===== config.mk =====
export PLATFORM = sky130hd
export DESIGN_NAME = fetch_exec_seq
export DESIGN_NICKNAME = d
export VERILOG_FILES = /design/src/rtl/nic8_ctrl_pkg.sv /design/src/rtl/mem_wait_timer.sv /design/src/rtl/fetch_exec_seq.sv
export SDC_FILE = /design/constraint.sdc
export NUM_CORES = 1
export LEC_CHECK = 0
export CAP_MARGIN = 25
export CORE_UTILIZATION = 42
export DETAILED_ROUTE_END_ITERATION = 8
export PLACE_DENSITY = 0.88
export SLEW_MARGIN = 0
export SYNTH_ARGS = -nofsm -noshare
export SYNTH_HDL_FRONTEND = slang
export SYNTH_SLANG_ARGS = --single-unit

===== constraint.sdc =====
create_clock -name clk -period 2.25 [get_ports clk]
set_input_delay 0.225 -clock clk [delete_from_list [all_inputs] [get_ports clk]]
set_output_delay 0.225 -clock clk [all_outputs]
set_load 0.02 [all_outputs]

===== src/rtl/nic8_ctrl_pkg.sv =====
// Shared control definitions for the NIC8 fetch/execute sequencer.
// State encoding, instruction field positions and decode helpers.
package nic8_ctrl_pkg;

  typedef enum logic [2:0] {
    RESET,
    FETCH,
    EXEC,
    PAUSE,
    HALT,
    FAULT
  } ctrlStateT;

  localparam logic [2:0] HALT_DEST  = 3'b111;
  localparam logic [2:0] IMM_SOURCE = 3'b000;

  localparam int FIELD_W  = 3;
  localparam int DEST_LSB = 4;
  localparam int SRC_LSB  = 0;

  function automatic logic isHaltInstr(
    input logic [7:0] ir
  );
    return ir[DEST_LSB +: FIELD_W] == HALT_DEST;
  endfunction

  function automatic logic isImmInstr(
    input logic [7:0] ir
  );
    return ir[SRC_LSB +: FIELD_W] == IMM_SOURCE;
  endfunction

endpackage


===== src/rtl/mem_wait_timer.sv =====
// Counts consecutive memory wait cycles and flags a timeout
// on the cycle that would exceed MAX_WAIT.
module mem_wait_timer #(
  parameter int MAX_WAIT = 7
) (
  input  logic clk,
  input  logic reset,
  input  logic clear,
  input  logic ready,
  output logic expired
);

  localparam logic [3:0] MAX_W = 4'(MAX_WAIT);

  logic [3:0] waitCnt;

  always_ff @(posedge clk) begin
    if (reset || clear || ready) begin
      waitCnt <= '0;
    end else if (waitCnt != MAX_W) begin
      waitCnt <= waitCnt + 4'd1;
    end
  end

  // Already waited MAX_WAIT cycles and still not ready.
  assign expired = !ready && (waitCnt == MAX_W);

endmodule


===== src/rtl/fetch_exec_seq.sv =====
// NIC8 fetch/execute sequencer with single-step and halt control.
// Define FETCH_EXEC_SEQ_WAIT_STATE_EN to honour memReady and timeout.
module fetch_exec_seq
  import nic8_ctrl_pkg::*;
#(
  parameter int MAX_WAIT = 7
) (
  input  logic        clk,
  input  logic        reset,
  input  logic [7:0]  ir,
  input  logic        memReady,
  input  logic        stepMode,
  input  logic        stepReq,
  output logic        fetchIR,
  output logic        incPC,
  output logic        execEnable,
  output logic        halted,
  output logic        fault,
  output logic [15:0] instrCount
);

  ctrlStateT state;
  ctrlStateT stateNext;

  logic rdy;
  logic retire;
  logic fetchI;
  logic incI;
  logic execI;
  logic haltI;
  logic haltOp;
  logic immOp;

  assign haltOp = isHaltInstr(ir);
  assign immOp  = isImmInstr(ir);

`ifdef FETCH_EXEC_SEQ_WAIT_STATE_EN
  logic waitActive;
  logic expired;
  logic faultI;
  logic timerClear;

  assign rdy = memReady;

  assign timerClear = !waitActive || (stateNext != state);

  mem_wait_timer #(
    .MAX_WAIT(MAX_WAIT)
  ) uTimer (
    .clk    (clk),
    .reset  (reset),
    .clear  (timerClear),
    .ready  (rdy),
    .expired(expired)
  );
`else
  logic unusedMem;

  assign rdy       = 1'b1;
  assign unusedMem = memReady;
`endif

  always_comb begin
    stateNext = state;
    fetchI    = 1'b0;
    incI      = 1'b0;
    execI     = 1'b0;
    haltI     = 1'b0;
    retire    = 1'b0;
`ifdef FETCH_EXEC_SEQ_WAIT_STATE_EN
    waitActive = 1'b0;
    faultI     = 1'b0;
`endif
    unique case (state)
      RESET: stateNext = FETCH;
      FETCH: begin
        fetchI = 1'b1;
`ifdef FETCH_EXEC_SEQ_WAIT_STATE_EN
        waitActive = 1'b1;
`endif
        if (rdy) begin
          incI      = 1'b1;
          stateNext = EXEC;
        end
`ifdef FETCH_EXEC_SEQ_WAIT_STATE_EN
        else if (expired) begin
          stateNext = FAULT;
        end
`endif
      end
      EXEC: begin
        if (haltOp) begin
          retire    = 1'b1;
          stateNext = HALT;
        end else if (immOp && !rdy) begin
`ifdef FETCH_EXEC_SEQ_WAIT_STATE_EN
          waitActive = 1'b1;
          if (expired) begin
            stateNext = FAULT;
          end
`endif
        end else begin
          execI     = 1'b1;
          incI      = immOp;
          retire    = 1'b1;
          stateNext = stepMode ? PAUSE : FETCH;
        end
      end
      PAUSE: begin
        if (stepReq) begin
          stateNext = FETCH;
        end
      end
      HALT: begin
        haltI = 1'b1;
        if (stepReq) begin
          stateNext = FETCH;
        end
      end
`ifdef FETCH_EXEC_SEQ_WAIT_STATE_EN
      FAULT: faultI = 1'b1;
`endif
      default: stateNext = RESET;
    endcase
  end

  always_ff @(posedge clk) begin
    if (reset) begin
      state <= RESET;
    end else begin
      state <= stateNext;
    end
  end

  always_ff @(posedge clk) begin
    if (reset) begin
      instrCount <= '0;
    end else if (retire) begin
      instrCount <= instrCount + 16'd1;
    end
  end

  // Strobes are suppressed while reset is held so no partial pulse escapes.
  assign fetchIR    = fetchI && !reset;
  assign incPC      = incI && !reset;
  assign execEnable = execI && !reset;
  assign halted     = haltI;

`ifdef FETCH_EXEC_SEQ_WAIT_STATE_EN
  assign fault = faultI;
`else
  assign fault = 1'b0;
`endif

endmodule

==> summary.txt <==
Place
  • Port Buffers: 29
  • Gpl congestion: slightly above 0.7
  • DP Area: 1230 sq um
  • Detailed Place HPWL: 1.54 mm

Clocking
  • Cts hold-fix bufs: 0
  • Clock Latency Late Sink: roughly 300 ps
  • Post-CTS Setup Bufs: 0
  • CTS Sinks: 19
  • Clk root buf: clkbuf_4
  • CTS tree: built
  • H-tree Lvls: 1
  • CTS buffer count: 3
  • Cts repair resizes: 0
  • Reg clk slew, reported paths: roughly 120 ps
  • Deepest clock path buffer count: 2

Worst setup path
  • Crit Reg-Reg Endpoint: instrCount[14]
  • Reg-to-Reg Start: instrCount[0]
  • Kind of critical path: register to output pin
  • Worst reg2reg setup slack: about 160 ps
  • CP Max Fanout: 8
  • Crit end category: output pin
  • Worst EP required: slightly above 2000 ps
  • Worst setup SP type: register
  • Worst r2r path cells: 5
  • Arrival @ worst endpoint: between 1500 and 2000 ps

Power and ir drop
  • Clock network power share: around 30%
  • Cell-internal power: about 0.00045 W
  • Worst vdd ir: roughly 0.33 mV
  • Comb power frac: between 10% and 20%
  • Power per cell area: around 480 nW/um^2
  • Sw power: around 0.00016 W
  • LEAKAGE: around 0.40 nW
  • Flop pwr share: about three fifths
  • Sw frac: between 20 and 30%

Cells and area
  • NumNets Final: 156
  • Diode count: 0
  • Design Area, Final: 1260 sq um
  • Area Overhead vs Synth: 39.2%
  • Post-Route Utilization: 63.0%
  • Share of layout cells above drive strength 1: 7.80%
  • Commonest non-fill, non-tap cell in the layout: clkdlybuf4s50_1
  • Most frequent cells in the layout: clkdlybuf4s50_1 (29), dfxtp_1 (19), nor2_1 (13)
  • Fill cells: ~180

Global route
  • Met2 usage in global routing: 31.9%
  • Met1 GRT Util: between 20% and 30%
  • All-Layer GR Usage: 18.6%
  • Total gr overflow: 0
  • GR Util met3: 2.83%
  • Global-route wire length before repair: approximately 3.5 mm
  • Largest net degree at the start of global routing: 20
  • Vias in the first global route: between 700 and 800
  • Initial antenna violation count: 0
  • Gr busiest metal: met2

Timing
  • Final hold vios: 0
  • Fmax: 473 MHz
  • Final-report setup violation count: 0
  • Max-slew violations: 0
  • Clk_skew: about 4.3 ps
  • Final period utilization: 93.9%
  • Min cycle time layout: between 2000 and 2500 ps

Flow run
  • Max_cap viols: 0

Floorplanning
  • Core ar.: around 2000 sq um
  • Die area: ~2300 sq um
  • Initial core utilization: between 40% and 50%
  • IO Count: 34
  • Chip height: 48.4 um
  • Number of core rows: 16
  • Die Wd: approximately 48 um

Synthesis
  • Syn_area_per_cell: around 8.3 sq um
  • Syn Nets: 123
  • Synth Register Bits: 19
  • Dominant synthesized flop cell: dfxtp_1
  • Ys Warns: 0
  • Async S/R FF share, synth: 0%
  • XOR/XNOR Fraction of Synth Area: 9.67%
  • Count of cell types in the netlist: 31
  • Synthesized area: about 900 sq um
  • Number of synthesized flops with an enable pin: 0
  • Synth Instances: 109
  • Largest family of logic cells by synthesized area: simple AND/OR/NAND/NOR gates
  • Simple-Gate Fraction of Synth Area: between 30% and 40%
  • Compound-cell area share of the yosys netlist: 11.7%
  • Adder-Cell Fraction of Synth Area: between 1 and 1.5%
  • Register area share after synthesis: a little over two fifths
  • Mux cell area share after synthesis: 0%

Route
  • Antenna-violating nets left: 0
  • DR iter-0 viols: 41
  • DR pass1 iterations: 4
  • Number of remaining DRC errors: 0
  • Vias per Instance: 5.37
  • Vias after detailed routing: 902
  • Drt total wl: between 2 and 2.5 mm
  • DR WL/cell: 12.4 um

Outcome
  • Status: finished, final reports clean

Hold path
  • Hold depth: 2
  • HP Start: instrCount[15]
  • Min-delay worst type: register to register
  • Hold Path Sink: instrCount[15]
state kept, by name, summed over array words and instances (netlist names):
signal      cells
instrCount     16
state           3
final cells by class:
cell class | instances | area, sq um | area share, %
Tap cell | 27 | 33.8 | 2.68
Timing Repair Buffer | 32 | 313 | 24.8
Clock buffer | 3 | 22.5 | 1.79
Clock inverter | 1 | 7.51 | 0.595
Multi-Input combinational cell | 82 | 489 | 38.8
Inverter | 4 | 15.0 | 1.19
Sequential cell | 19 | 380 | 30.2
cell families (layout without fill, tap and decap cells):
logic type	count (synthesis)	count (layout)
adders and majority gates	1	1
buffers and inverters	8	40
xor gates and xnor gates	10	10
DFF	19	19
other	1	1
AOI/OAI and AO/OA	18	18
and+or+nand+nor	52	52
worst max-delay path, cell delays in order, from the launching register on:
cell and delay (ps):
dfxtp_1 450, nor3b_2 230, nand2_1 70, nor2_1 120, a21o_1 120, clkdlybuf4s50_1 600
metrics by stage:
| stage | cells | worst slack [ps] | setup TNS (ps) | hold WS, ps | total power [W] |
|---|---|---|---|---|---|
| 3_3_place_gp | 164 | 253 | 0 | 467 | 0.000427 |
| 3_5_place_dp | 164 | 205 | 0 | 491 | 0.000429 |
| 5_1_grt | 168 | -6.37 | -6.37 | 539 | 0.000631 |
| 6_report | 168 | 137 | 0 | 508 | 0.000603 |
| 4_1_cts | 168 | 66.1 | 0 | 511 | 0.000605 |
| 2_1_floorplan | 109 | 211 | 0 | 376 | 0.000395 |
metal layers:
| metal | vias up | share of wire, % |
|---|---|---|
| met4 | 0 | 0.87 |
| met3 | 2 | 4.0 |
| li1 | 447 | - |
| met2 | 34 | 51 |
| met5 | - | 0 |
| met1 | 419 | 44 |
how the worst max path moves through the flow:
stage / startpoint / to / slack [ps] / cells after the start
after CTS: state[1] / incPC / 70 / 5
final: state[1] / incPC / 140 / 5
after global placement: instrCount[0] / instrCount[12] / 250 / 5
after floorplan: instrCount[0] / instrCount[14] / 210 / 5
after global routing: state[1] / incPC / -6 / 5
after detailed placement: instrCount[0] / instrCount[12] / 210 / 5
Yosys cell counts, types with 2 or more instances:
cell	number	area, sq um
or4_1	2	15.0
nor2_1	13	48.8
clkbuf_1	2	7.51
nand2b_1	3	18.8
xnor2_1	8	70.1
nor4_1	3	18.8
o21ai_0	4	20.0
a21oi_1	7	35.0
dfxtp_1	19	380
nor3_1	6	30.0
o31ai_1	2	15.0
nand3_1	5	25.0
or3_1	3	18.8
xor2_1	2	17.5
nand4_1	4	25.0
nand2_1	8	30.0
inv_1	4	15.0
power by group through the flow:
| stage | Sequential [W] | Clock, W | Combinational (W) |
|---|---|---|---|
| finish | 0.000351 | 0.000181 | 0.0000720 |
| detailed placement | 0.000357 | 0 | 0.0000714 |
| global placement | 0.000357 | 0 | 0.0000697 |
| CTS | 0.000350 | 0.000183 | 0.0000718 |
| global route | 0.000352 | 0.000200 | 0.0000788 |
| floorplan | 0.000358 | 0 | 0.0000365 |
Power figures use the tool's default switching activity.
